## config.mk

```make
export PLATFORM = sky130hd
export DESIGN_NAME = intensity_ramp_pwm
export DESIGN_NICKNAME = d
export VERILOG_FILES = /design/src/rtl/intensity_ramp_pwm.sv
export SDC_FILE = /design/constraint.sdc
export NUM_CORES = 1
export LEC_CHECK = 0
export BUFFER_PORTS_ARGS = -buffer_cell sky130_fd_sc_hd__clkbuf_2
export CORE_MARGIN = 3
export CORE_UTILIZATION = 35
export CTS_CLUSTER_SIZE = 14
export DETAILED_ROUTE_END_ITERATION = 10
export GPL_ROUTABILITY_DRIVEN = 0
export SYNTH_ARGS = -nofsm -noshare
export SYNTH_HDL_FRONTEND = slang
export SYNTH_SLANG_ARGS = --single-unit
```

## constraint.sdc

```tcl
create_clock -name clk -period 2.6 [get_ports clk]
set_clock_uncertainty 0.2 [all_clocks]
set_input_delay 0.39 -clock clk [delete_from_list [all_inputs] [get_ports clk]]
set_output_delay 0.39 -clock clk [all_outputs]
set_load 0.02 [all_outputs]
```

## src/rtl/intensity_ramp_pwm.sv

```systemverilog
// intensity_ramp_pwm: debounces the proximity intensity from the distance stage,
// slews an output level toward the accepted value one step per ramp tick and
// drives a PWM pin whose duty is proportional to that level.
module intensity_ramp_pwm #(
  parameter int SAMPLE_DIV   = 2400000,
  parameter int STABLE_COUNT = 3,
  parameter int RAMP_DIV     = 400000,
  parameter int PWM_BITS     = 8,
  parameter int MAX_LEVEL    = 8
) (
  input  logic       clk,
  input  logic       reset,
  input  logic [3:0] intensity_in,
  input  logic       enable,
  output logic       pwm_out,
  output logic [3:0] level,
  output logic [3:0] target,
  output logic       at_target
);

  localparam int SAMPLE_W  = (SAMPLE_DIV > 1) ? $clog2(SAMPLE_DIV) : 1;
  localparam int RAMP_W    = (RAMP_DIV > 1) ? $clog2(RAMP_DIV) : 1;
  localparam int STABLE_W  = $clog2(STABLE_COUNT + 1);
  localparam int DUTY_W    = PWM_BITS + 1;
  localparam int DUTY_STEP = (2 ** PWM_BITS) / MAX_LEVEL;

  localparam logic [SAMPLE_W-1:0] SAMPLE_LAST = SAMPLE_W'(SAMPLE_DIV - 1);
  localparam logic [RAMP_W-1:0]   RAMP_LAST   = RAMP_W'(RAMP_DIV - 1);
  localparam logic [STABLE_W-1:0] STABLE_FULL = STABLE_W'(STABLE_COUNT);
  localparam logic [STABLE_W-1:0] STABLE_ONE  = STABLE_W'(1);
  localparam logic [3:0]          MAX_LVL     = 4'(MAX_LEVEL);
  localparam logic [DUTY_W-1:0]   DUTY_INC    = DUTY_W'(DUTY_STEP);

  logic [SAMPLE_W-1:0] sample_cnt;
  logic                sample_tick;
  logic [RAMP_W-1:0]   ramp_cnt;
  logic                ramp_tick;
  logic [PWM_BITS-1:0] pwm_cnt;
  logic [3:0]          sanitized;
  logic [3:0]          candidate;
  logic [STABLE_W-1:0] stable_cnt;
  logic [STABLE_W-1:0] stable_next;
  logic [DUTY_W-1:0]   duty;

  assign sample_tick = (sample_cnt == SAMPLE_LAST);
  assign ramp_tick   = (ramp_cnt == RAMP_LAST);
  assign at_target   = (level == target);

  // Duty is one bit wider than the counter so full level stays high all period.
  assign duty = DUTY_W'(level) * DUTY_INC;

  // Sample-period divider; counters start at 0 so no tick fires right after reset.
  always_ff @(posedge clk or posedge reset) begin
    if (reset) begin
      sample_cnt <= '0;
    end else if (sample_tick) begin
      sample_cnt <= '0;
    end else begin
      sample_cnt <= sample_cnt + 1'b1;
    end
  end

  // Ramp-step divider, independent of the sample divider.
  always_ff @(posedge clk or posedge reset) begin
    if (reset) begin
      ramp_cnt <= '0;
    end else if (ramp_tick) begin
      ramp_cnt <= '0;
    end else begin
      ramp_cnt <= ramp_cnt + 1'b1;
    end
  end

  // Out-of-range readings mean "no presence"; run length of identical samples saturates.
  always_comb begin
    sanitized = (intensity_in > MAX_LVL) ? 4'd0 : intensity_in;
    if (sanitized == candidate) begin
      stable_next = (stable_cnt == STABLE_FULL) ? stable_cnt : stable_cnt + 1'b1;
    end else begin
      stable_next = STABLE_ONE;
    end
  end

  // Glitch filter: accept a value once it has been seen on enough consecutive ticks.
  always_ff @(posedge clk or posedge reset) begin
    if (reset) begin
      candidate  <= '0;
      stable_cnt <= '0;
      target     <= '0;
    end else if (sample_tick) begin
      candidate  <= sanitized;
      stable_cnt <= stable_next;
      if (stable_next == STABLE_FULL) begin
        target <= sanitized;
      end
    end
  end

  // Slew level one step per ramp tick toward the target held before this edge.
  always_ff @(posedge clk or posedge reset) begin
    if (reset) begin
      level <= '0;
    end else if (ramp_tick) begin
      if (level < target) begin
        level <= level + 1'b1;
      end else if (level > target) begin
        level <= level - 1'b1;
      end
    end
  end

  // Free-running PWM counter with registered compare; enable gates the pin only.
  always_ff @(posedge clk or posedge reset) begin
    if (reset) begin
      pwm_cnt <= '0;
      pwm_out <= 1'b0;
    end else begin
      pwm_cnt <= pwm_cnt + 1'b1;
      pwm_out <= enable && ({1'b0, pwm_cnt} < duty);
    end
  end

endmodule

```

==> results.tsv <==
metric	value	unit
Port Buf Inserts	16	
FP Rows	34	
detailed placer's ending HPWL	3.775	mm
clk root buf	clkbuf_8	
Leak	1.712	nW
layout cells sized above 1	0.2205	
synth unique cells	45	
syn_nets	309	
share of the synthesized area in the top cell type	0.5059	
Die Y	101.1	µm
startpoint type of the worst setup path	register	
Sink Count	64	
XOR/XNOR Fraction of Synth Area	0.1162	
crit-path max FO	4	
CP Class	reg -> reg	
relative slew slack	0.5387	
Least-Margin Pin Slew	691.0	ps
Core Area	0.008763	mm²
dominant cell type by area after synthesis	dfrtp_1	
synthesis-to-layout area growth	19.37	%
routed vias	2174	
synth top area cells	dfrtp_1 (51%), xnor2_1 (5.8%), xor2_1 (5.8%), ha_1 (4.3%), mux2_2 (3.2%)	
Post-Synthesis Cells	290	
total gr overflow	0	
global-route wire length before repair	9.846	mm
Max-cap violations	0	
Synth Area in Compound Gates	0.06047	
mux share of post-synthesis cell area	0.04150	
post-route minimum period	2577	ps
CP required	2660	ps
crit path DAT	2640	ps
Main synth FF type	dfrtp_1	
largest family of logic cells by synthesized area	simple AND/OR/NAND/NOR gates	
CTS Buffer Depth	2	
worst hold path startpoint	enable	
Worst Hold Class	in -> reg	
DIE AREA	0.01022	mm²
simple-gate area share of the yosys netlist	0.2008	
Layout Nets	345	
GRT Total Usage	0.1189	
sequential area share after synthesis	0.5059	
insertion delay to the later sink of the worst-skew pair	330	ps
Reg-to-Reg Start	target[1]	
Mean Syn Cell Area	10.92	µm²
Post-Synth Adder-Cell Area	0.04980	
Initial DRT Pass Iterations	4	
Hold Crit Endpoint	pwm_out	
CTS tree	yes	
outcome	finished clean	
crit share post-route	0.9912	
Final Max Slew Viols	0	
DRC violations left	0	
drt wl/cell	12.46	µm
Via density	4.952	
Max Clk Rate	0.3880	GHz
pwr/cell area	534.6	mW/mm²
worst r2r dst	level[3]	
CP endpoint kind	register	
IO Pins	17	
reg2reg path depth	11	
DR iter-0 viols	62	
setup violators final	0	
Mapped Area	0.003166	mm²
Min Hold Slack	59.96	ps
Synth Register Bits	64	
vias in the first global route	2218	
YS warnings	0	
Hold Path Depth	2	
final wirelength	5.470	mm
largest net degree at the start of global routing	34	
number of H-tree levels	3	
Final Total Pwr	0.002020	W
DRT antenna net count	0	
n_diodes	0	
unrepaired setup endpoints after global routing	true	
CTS Buf Count	9	
Post-synth EDFFs	0	
number of antenna violations at the first check in global routing	0	
clk slew on worst S/H paths	70	ps
Final Hold Vio Count	0	
Starting Density	0.3612	
Max VDD drop	0.2896	mV
die width	101.1	µm
flop2flop setup slack	20	ps
Async S/R FF share, synth	1.000	
[per-layer routing]
metal / part of all wire / vias to the layer above / track usage
li1: - / 1082 / -
met1: 0.50 / 1054 / 0.1558
met2: 0.46 / 33 / 0.1866
met3: 0.033 / 5 / 0.02561
met4: 0.010 / 0 / 0.05828
met5: 0 / - / 0
[how the worst max path moves through the flow]
stage          slack, ps      start  cells past startpoint        to
3_3_place_gp          40   level[1]                     10  level[3]
6_report              20  target[1]                     11  level[3]
2_1_floorplan         20   level[1]                     10  level[3]
4_1_cts               10  target[1]                     11  level[3]
5_1_grt              -90  target[1]                     11  level[3]
3_5_place_dp         -50   level[1]                     10  level[3]
[cell usage in the layout, fill, tap and decap left out, types with 8 or more instances in the layout]
cell type and instances:
dfrtp_1 63, nor2_1 27, xnor2_1 21, xor2_1 21
nand3_1 19, clkbuf_2 16, nand2_1 14, buf_4 13
clkbuf_8 12, inv_1 10, mux2_2 9, nand4_1 8
[report_power, final]
group,leakage [nW],internal [W],switching (W)
sequential,0.844,0.000995,0
clock,0.117,0.000620,0.000361
combinational,0.751,0.0000128,0.0000304
[worst max-delay path, stage by stage (launching register included)]
cell and delay (ps):
dfrtp_1 390, inv_2 70, ha_4 200, nor2b_4 120
o211a_1 220, nand2b_4 180, ha_4 260, a21o_1 140
a21oi_2 60, or3_1 380, a21boi_2 150, xor2_1 140
[cell usage after synthesis, types with 2 or more instances]
cell	instances
or3_1	4
xor2_1	21
or3_4	2
nor3_1	7
o21a_1	2
clkbuf_1	3
dfrtp_1	64
nor2_1	27
nand3b_1	2
and4_1	5
nand4_1	8
nor2b_1	7
mux2i_1	3
nand3_1	19
xnor2_1	21
nor4bb_1	2
nand2_1	14
nor3b_1	2
nand2b_1	4
mux2_2	9
o21ai_0	8
ha_1	11
a21oi_1	8
inv_1	12
nor4_1	2
and3_1	4
[logic make-up after synthesis]
family	after synthesis
flip-flops	64
multiplexers	12
AO/OA/AOI/OAI	27
buffers and inverters	18
adder cells (fa/ha/maj)	12
XOR/XNOR	42
AND/OR/NAND/NOR	115
[stage by stage]
stage,cells,setup slack (ps),TNS (ps),utilization,cell area (µm²)
floorplan,290,16.23,0,-,3174
global placement,417,44.03,0,0.3919,3435
detailed placement,417,-47.75,-47.75,0.3919,3435
CTS,435,12.10,0,0.4225,3702
global route,439,-93.87,-93.87,0.4312,3779
finish,439,22.80,0,0.4312,3779
[final cells by class]
class	instances	area (µm²)
clock buffer	14	172.7
tap	108	135.1
sequential	64	1603
fill	814	4985
timing repair buffer	31	207.7
multi-input combinational	208	1555
inverter	12	45.04
clock inverter	2	60.06
[flip-flops by register name, indices dropped and copies added, names as in the netlist]
register	count
sample_cnt	22
ramp_cnt	19
pwm_out	1
level	4
pwm_cnt	8
target	4
stable_cnt	2
candidate	4
[repair_timing]
action	in CTS	in global routing
buffers inserted	1	4
hold buffers	1	0
pin swaps	4	9
endpoints found under the hold margin	31	0
resized for setup	3	9
setup endpoints to repair	1	1
Note: power is estimated with default switching activity, not from simulation.
